==> config.mk <==
export PLATFORM = sky130hd
export DESIGN_NAME = op_unaria_matriz
export DESIGN_NICKNAME = d
export VERILOG_FILES = /design/src/rtl/matriz_pkg.sv /design/src/rtl/op_unaria_matriz_elemento_alu.sv /design/src/rtl/op_unaria_matriz.sv
export SDC_FILE = /design/constraint.sdc
export NUM_CORES = 2
export LEC_CHECK = 0
export BUFFER_PORTS_ARGS = -buffer_cell sky130_fd_sc_hd__buf_4
export CAP_MARGIN = 10
export CORE_ASPECT_RATIO = 1.2
export CORE_MARGIN = 3
export CORE_UTILIZATION = 42
export CTS_BUF_LIST = sky130_fd_sc_hd__clkbuf_4 sky130_fd_sc_hd__clkbuf_8
export DETAILED_ROUTE_END_ITERATION = 8
export GPL_ROUTABILITY_DRIVEN = 1
export GPL_TIMING_DRIVEN = 0
export PLACE_DENSITY_LB_ADDON = 0.08
export SLEW_MARGIN = 5
export SYNTH_ARGS = -nofsm -noshare
export SYNTH_HDL_FRONTEND = slang
export SYNTH_HIERARCHICAL = 1
export SYNTH_SLANG_ARGS = --single-unit
export TNS_END_PERCENT = 5
==> constraint.sdc <==
create_clock -name clk -period 19.9 [get_ports clk]
set_clock_uncertainty 0.05 [all_clocks]
set_input_delay 0.995 -clock clk [delete_from_list [all_inputs] [get_ports clk]]
set_output_delay 0.995 -clock clk [all_outputs]
set_load 0.05 [all_outputs]
==> src/rtl/matriz_pkg.sv <==
// Shared definitions for the matrix unary-operation unit:
// op encodings, FSM states and the saturation helper.
package matriz_pkg;

  localparam logic [1:0] OP_NEG     = 2'b00;
  localparam logic [1:0] OP_TRANSP  = 2'b01;
  localparam logic [1:0] OP_ESCALAR = 2'b10;
  localparam logic [1:0] OP_COPIA   = 2'b11;

  typedef enum logic [1:0] {
    IDLE,
    BUSY,
    DONE
  } estado_t;

  // Clamp a wide signed value to a w-bit signed range.
  // Bit 64 of the result flags that clamping happened.
  function automatic logic [64:0] saturar(
    input logic signed [63:0] v,
    input int unsigned        w
  );
    logic signed [63:0] mx;
    logic signed [63:0] mn;
    mx = (64'sd1 <<< (w - 1)) - 64'sd1;
    mn = -(64'sd1 <<< (w - 1));
    if (v > mx) begin
      return {1'b1, mx};
    end else if (v < mn) begin
      return {1'b1, mn};
    end else begin
      return {1'b0, v};
    end
  endfunction

endpackage

==> src/rtl/op_unaria_matriz_elemento_alu.sv <==
// Combinational per-element operator: negate, scale or pass,
// with saturation to W bits.
module elemento_alu
  import matriz_pkg::*;
#(
  parameter int W = 8
) (
  input  logic [W-1:0] x,
  input  logic [W-1:0] escalar,
  input  logic [1:0]   op,
  output logic [W-1:0] y,
  output logic         sat
);

  logic signed [W-1:0]   xv;
  logic signed [W-1:0]   ev;
  logic signed [2*W-1:0] prod;
  logic signed [63:0]    xs;
  logic [64:0]           r;
  logic                  unused_bits;

  assign xv   = x;
  assign ev   = escalar;
  assign xs   = 64'(xv);
  assign prod = (2*W)'(xv) * (2*W)'(ev);

  always_comb begin
    r = {1'b0, xs};
    unique case (1'b1)
      (op == OP_NEG):     r = saturar(-xs, W);
      (op == OP_ESCALAR): r = saturar(64'(prod), W);
      default:            r = {1'b0, xs};
    endcase
  end

  assign y           = r[W-1:0];
  assign sat         = r[64];
  assign unused_bits = ^r[63:W];

endmodule

==> src/rtl/op_unaria_matriz.sv <==
// Matrix unary-operation unit: captures an NxN matrix on start
// and writes one saturated result row per cycle.
module op_unaria_matriz
  import matriz_pkg::*;
#(
  parameter int N = 5,
  parameter int W = 8
) (
  input  logic             clk,
  input  logic             reset,
  input  logic             start,
  input  logic [1:0]       op,
  input  logic [W-1:0]     escalar,
  input  logic [N*N*W-1:0] matriz_A,
  output logic [N*N*W-1:0] resultado,
  output logic             busy,
  output logic             done,
  output logic             overflow
);

  localparam int FW = $clog2(N);

  estado_t          state_q, state_d;
  logic [FW-1:0]    fila_q, fila_d;
  logic [N*N*W-1:0] a_q;
  logic [1:0]       op_q;
  logic [W-1:0]     esc_q;
  logic [N*N*W-1:0] res_q, res_d;
  logic             ovf_q, ovf_d;
  logic             cap;

  logic [N*W-1:0]   row_x;
  logic [N*W-1:0]   row_y;
  logic [N-1:0]     row_sat;

  // Transpose reads column r instead of row r.
  for (genvar j = 0; j < N; j++) begin : g_col
    assign row_x[j*W +: W] = (op_q == OP_TRANSP)
      ? a_q[(j*N + int'(fila_q))*W +: W]
      : a_q[(int'(fila_q)*N + j)*W +: W];

    elemento_alu #(.W(W)) u_alu (
      .x       (row_x[j*W +: W]),
      .escalar (esc_q),
      .op      (op_q),
      .y       (row_y[j*W +: W]),
      .sat     (row_sat[j])
    );
  end

  always_comb begin
    state_d = state_q;
    fila_d  = fila_q;
    res_d   = res_q;
    ovf_d   = ovf_q;
    cap     = 1'b0;
    unique case (state_q)
      IDLE: begin
        if (start) begin
          cap     = 1'b1;
          ovf_d   = 1'b0;
          fila_d  = '0;
          state_d = BUSY;
        end
      end
      BUSY: begin
        res_d[int'(fila_q)*N*W +: N*W] = row_y;
        ovf_d = ovf_q | (|row_sat);
        if (fila_q == FW'(N - 1)) begin
          fila_d  = '0;
          state_d = DONE;
        end else begin
          fila_d = fila_q + FW'(1);
        end
      end
      DONE: begin
        state_d = IDLE;
      end
      default: begin
        state_d = IDLE;
      end
    endcase
  end

  always_ff @(posedge clk) begin
    if (reset) begin
      state_q <= IDLE;
      fila_q  <= '0;
      res_q   <= '0;
      ovf_q   <= 1'b0;
      a_q     <= '0;
      op_q    <= OP_NEG;
      esc_q   <= '0;
    end else begin
      state_q <= state_d;
      fila_q  <= fila_d;
      res_q   <= res_d;
      ovf_q   <= ovf_d;
      if (cap) begin
        a_q   <= matriz_A;
        op_q  <= op;
        esc_q <= escalar;
      end
    end
  end

  assign resultado = res_q;
  assign busy      = (state_q != IDLE);
  assign done      = (state_q == DONE);
  assign overflow  = ovf_q;

endmodule
==> results.yml <==
outcome:
  status: "finished, final reports clean"
synth:
  synth_area_leader_cell: "dfxtp_1"
  synthXorXnorAreaFrac: 0.0176
  ys_seq_elements: 416
  netlist.area_leader.share: 0.190
  synth_edf_count: 0
  synth_simple_gate_area_frac: 0.217
  syn_nets: 6024
  yosysSeqAreaShare: 0.190
  yosysMostFrequentCell: "nand2_1"
  synth_top_family_by_area: "simple AND/OR/NAND/NOR gates"
  avgSynthCellArea_sq_um: 8.26
  synthCells: 5317
  async_flop_share: 0
  synth_area_leaders: "dfxtp_1, fa_1, mux4_2"
  synth_compound_area_frac: 0.170
  synth_warnings: 6
  synth-adder-area-share: 0.188
  synth_commonest_cells: "nand2_1, inv_1, nor2_1"
  yosys.cell_types.count: 122
  yosys-mux-area-fraction: 0.142
  syn_area_sq_um: 43900
  ys.flop_type: "dfxtp_1"
critical_path:
  worstSetupStartpoint: "fila_q[1]$_SDFFE_PP0P_"
  cp-start-kind: "register"
  worstSetupPathType: "reg2reg"
  crit_end: "resultado[46]$_SDFFE_PP0P_"
  r2r_cells: 38
  endpoint_kind: "register"
  cpPeakStageDelay_ns: 1.16
  r2r_setup_slack_ns: 5.40
  cp_data_arrival_time_ns: 15.12
  rr_startpoint: "fila_q[1]$_SDFFE_PP0P_"
  critical_path.top_delay_family: "buffers and inverters"
  path_depth: 38
  worst_r2r_endpoint: "resultado[46]$_SDFFE_PP0P_"
  crit_buf_inv: 13
  crit_fanout: 13
  crit_path_top_delay_cell: "a22oi_1"
  critPathRequiredTime_ns: 20.52
job:
  drv_cap: 0
pwr:
  p_per_area_nw_per_um2: 73.4
  pwr-share-comb: 0.519
  leakagePower_nw: 20.9
  power.switching_w: 0.00175
  peakVddDrop_mv: 0.0537
  p_clk_frac: 0.222
  p_seq_frac: 0.258
  internal_power_w: 0.00195
  swShare: 0.474
clock_network:
  clk_pin_slew_ns: 0.09
  numCtsBuffers: 72
  cts_hold_buf: 0
  clock_tree.buffer_depth: 3
  htreeDepth: 3
  postCtsSetupRepairBufs: 0
  cts.sinks: 416
  cts_tree: "yes"
  cts-resized-gates: 0
  clock_latency_ns: 0.78
  ctsRootBufferMaster: "clkbuf_8"
global_routing:
  gr-total-overflow: 0
  grt_pass1_wl_mm: 303
  grt_pass1_vias: 44136
  antenna_found_initial: 3
  grt_max_degree: 43
  track_usage: 0.381
route:
  drtAntennaViolNets: 0
  drc: 0
  vias: 44549
  viasPerCell: 6.15
  post_drt_wl_per_cell_um: 29.2
  first_pass_iters: 6
  drt_wl_total_mm: 212
  drtIter0Drc: 5090
sta:
  hold_viol_final: 0
  slew_headroom: 0.00555
  rsz0062_at_grt: "false"
  fmax_mhz: 69.0
  period_needed_ns: 14.50
  whs_ns: 0.421
  worst_pin_slew_ns: 1.49
  period_share: 0.729
  setup_viol: 0
  drv_slew: 0
  fin_setup_tns_ns: 0
placed_design:
  postPlaceCellArea_sq_um: 48900
  globalplace.congestion: 1.10
  hpwl_mm: 170
  io_buffer_count: 414
floorplan:
  core-area_sq_um: 103000
  fp.dieW_um: 301
  fp-row-count: 129
  initial_core_util: 0.425
  die_area_sq_um: 109000
  die_h_um: 360
  pin_count: 416
hold_path:
  min_path_type: "reg2reg"
finish:
  final_nets: 6522
  final_util: 0.487
  design_area_sq_um: 50400
  synthToLayoutAreaGrowth_pct: 14.8
  drive_gt1_frac: 0.171
## worst min path at each step
| stage | startpoint | to | slack [ns] | depth (start not counted) |
|---|---|---|---|---|
| floorplan | a_q[117]$_SDFFE_PP0P_ | a_q[117]$_SDFFE_PP0P_ | 0.40 | 2 |
| global placement | resultado[56]$_SDFFE_PP0P_ | resultado[56]$_SDFFE_PP0P_ | 0.40 | 2 |
| detailed placement | resultado[56]$_SDFFE_PP0P_ | resultado[56]$_SDFFE_PP0P_ | 0.41 | 2 |
| CTS | matriz_A[11] | a_q[11]$_SDFFE_PP0P_ | 0.36 | 3 |
| global route | matriz_A[50] | a_q[50]$_SDFFE_PP0P_ | 0.42 | 3 |
| finish | resultado[56]$_SDFFE_PP0P_ | resultado[56]$_SDFFE_PP0P_ | 0.42 | 2 |
## power by group through the flow
| stage | logic, W | clock network [W] | registers [W] |
|---|---|---|---|
| after floorplan | 0.00119 | 0 | 0.000950 |
| after global placement | 0.00184 | 0 | 0.000973 |
| after detailed placement | 0.00186 | 0 | 0.000969 |
| after CTS | 0.00187 | 0.000845 | 0.000951 |
| after global routing | 0.00206 | 0.000878 | 0.000954 |
| final | 0.00192 | 0.000822 | 0.000957 |
## registers in the layout (all words and copies together) (netlist names)
| signal | count |
|---|---|
| state_q | 2 |
| a_q | 200 |
| fila_q | 3 |
| overflow | 1 |
| resultado | 200 |
| op_q | 2 |
| esc_q | 8 |
## cell type report
type	instances	area [sq um]
inverters	464	1740
fillers	10372	53000
multi-input cells	4087	32300
clock buffers	106	1320
clock inverters	20	174
repair buffers	424	3240
diodes	7	17.5
flip-flops and latches	416	8340
well taps	1375	1720
plain buffers	350	1600
## routing by layer
| metal | vias up | wire, um | GRT usage |
|---|---|---|---|
| li1 | 19647 | - | - |
| met1 | 21849 | 82500 | 0.474 |
| met2 | 2439 | 93700 | 0.598 |
| met3 | 612 | 21800 | 0.103 |
| met4 | 2 | 13700 | 0.211 |
| met5 | - | 30 | 0 |
## worst min-delay path, delay by kind of cell, from the launching register on
family | cells | cell delay (ns)
simple gates | 1 | 0.06
flops | 1 | 0.31
compound gates | 1 | 0.06
## metrics by stage
| step | total power (W) | setup WS [ns] | std cells |
|---|---|---|---|
| floorplan | 0.00214 | 10.83 | 5317 |
| global placement | 0.00281 | 5.80 | 7106 |
| detailed placement | 0.00283 | 5.99 | 7115 |
| CTS | 0.00366 | 5.94 | 7241 |
| global route | 0.00389 | 5.18 | 7243 |
| finish | 0.00370 | 5.40 | 7249 |
## cells by family after synthesis
| group | count (synthesis) |
|---|---|
| flops | 416 |
| buf+inv | 814 |
| fa+ha+maj | 494 |
| xor+xnor | 81 |
| mux | 440 |
| simple gates | 1998 |
| compound gates | 1074 |
## cell usage in the layout, fill, tap and decap left out, drive strengths merged, types with 32 or more instances in the layout
master and count:
nor2 460, a221oi 39, nor3 130, clkbuf 326, and2 213, a211oi 99, o22ai 38, inv 467
o211ai 35, nand3 93, a31oi 45, a21o 36, buf 553, mux2 48, o21ai 102, fa 276
dfxtp 416, a21oi 412, a22oi 32, nand4 45, mux4 143, and3 56, xnor2 62, ha 218
nand2 802, mux2i 249
No activity file was read; power rests on OpenSTA's default activity.
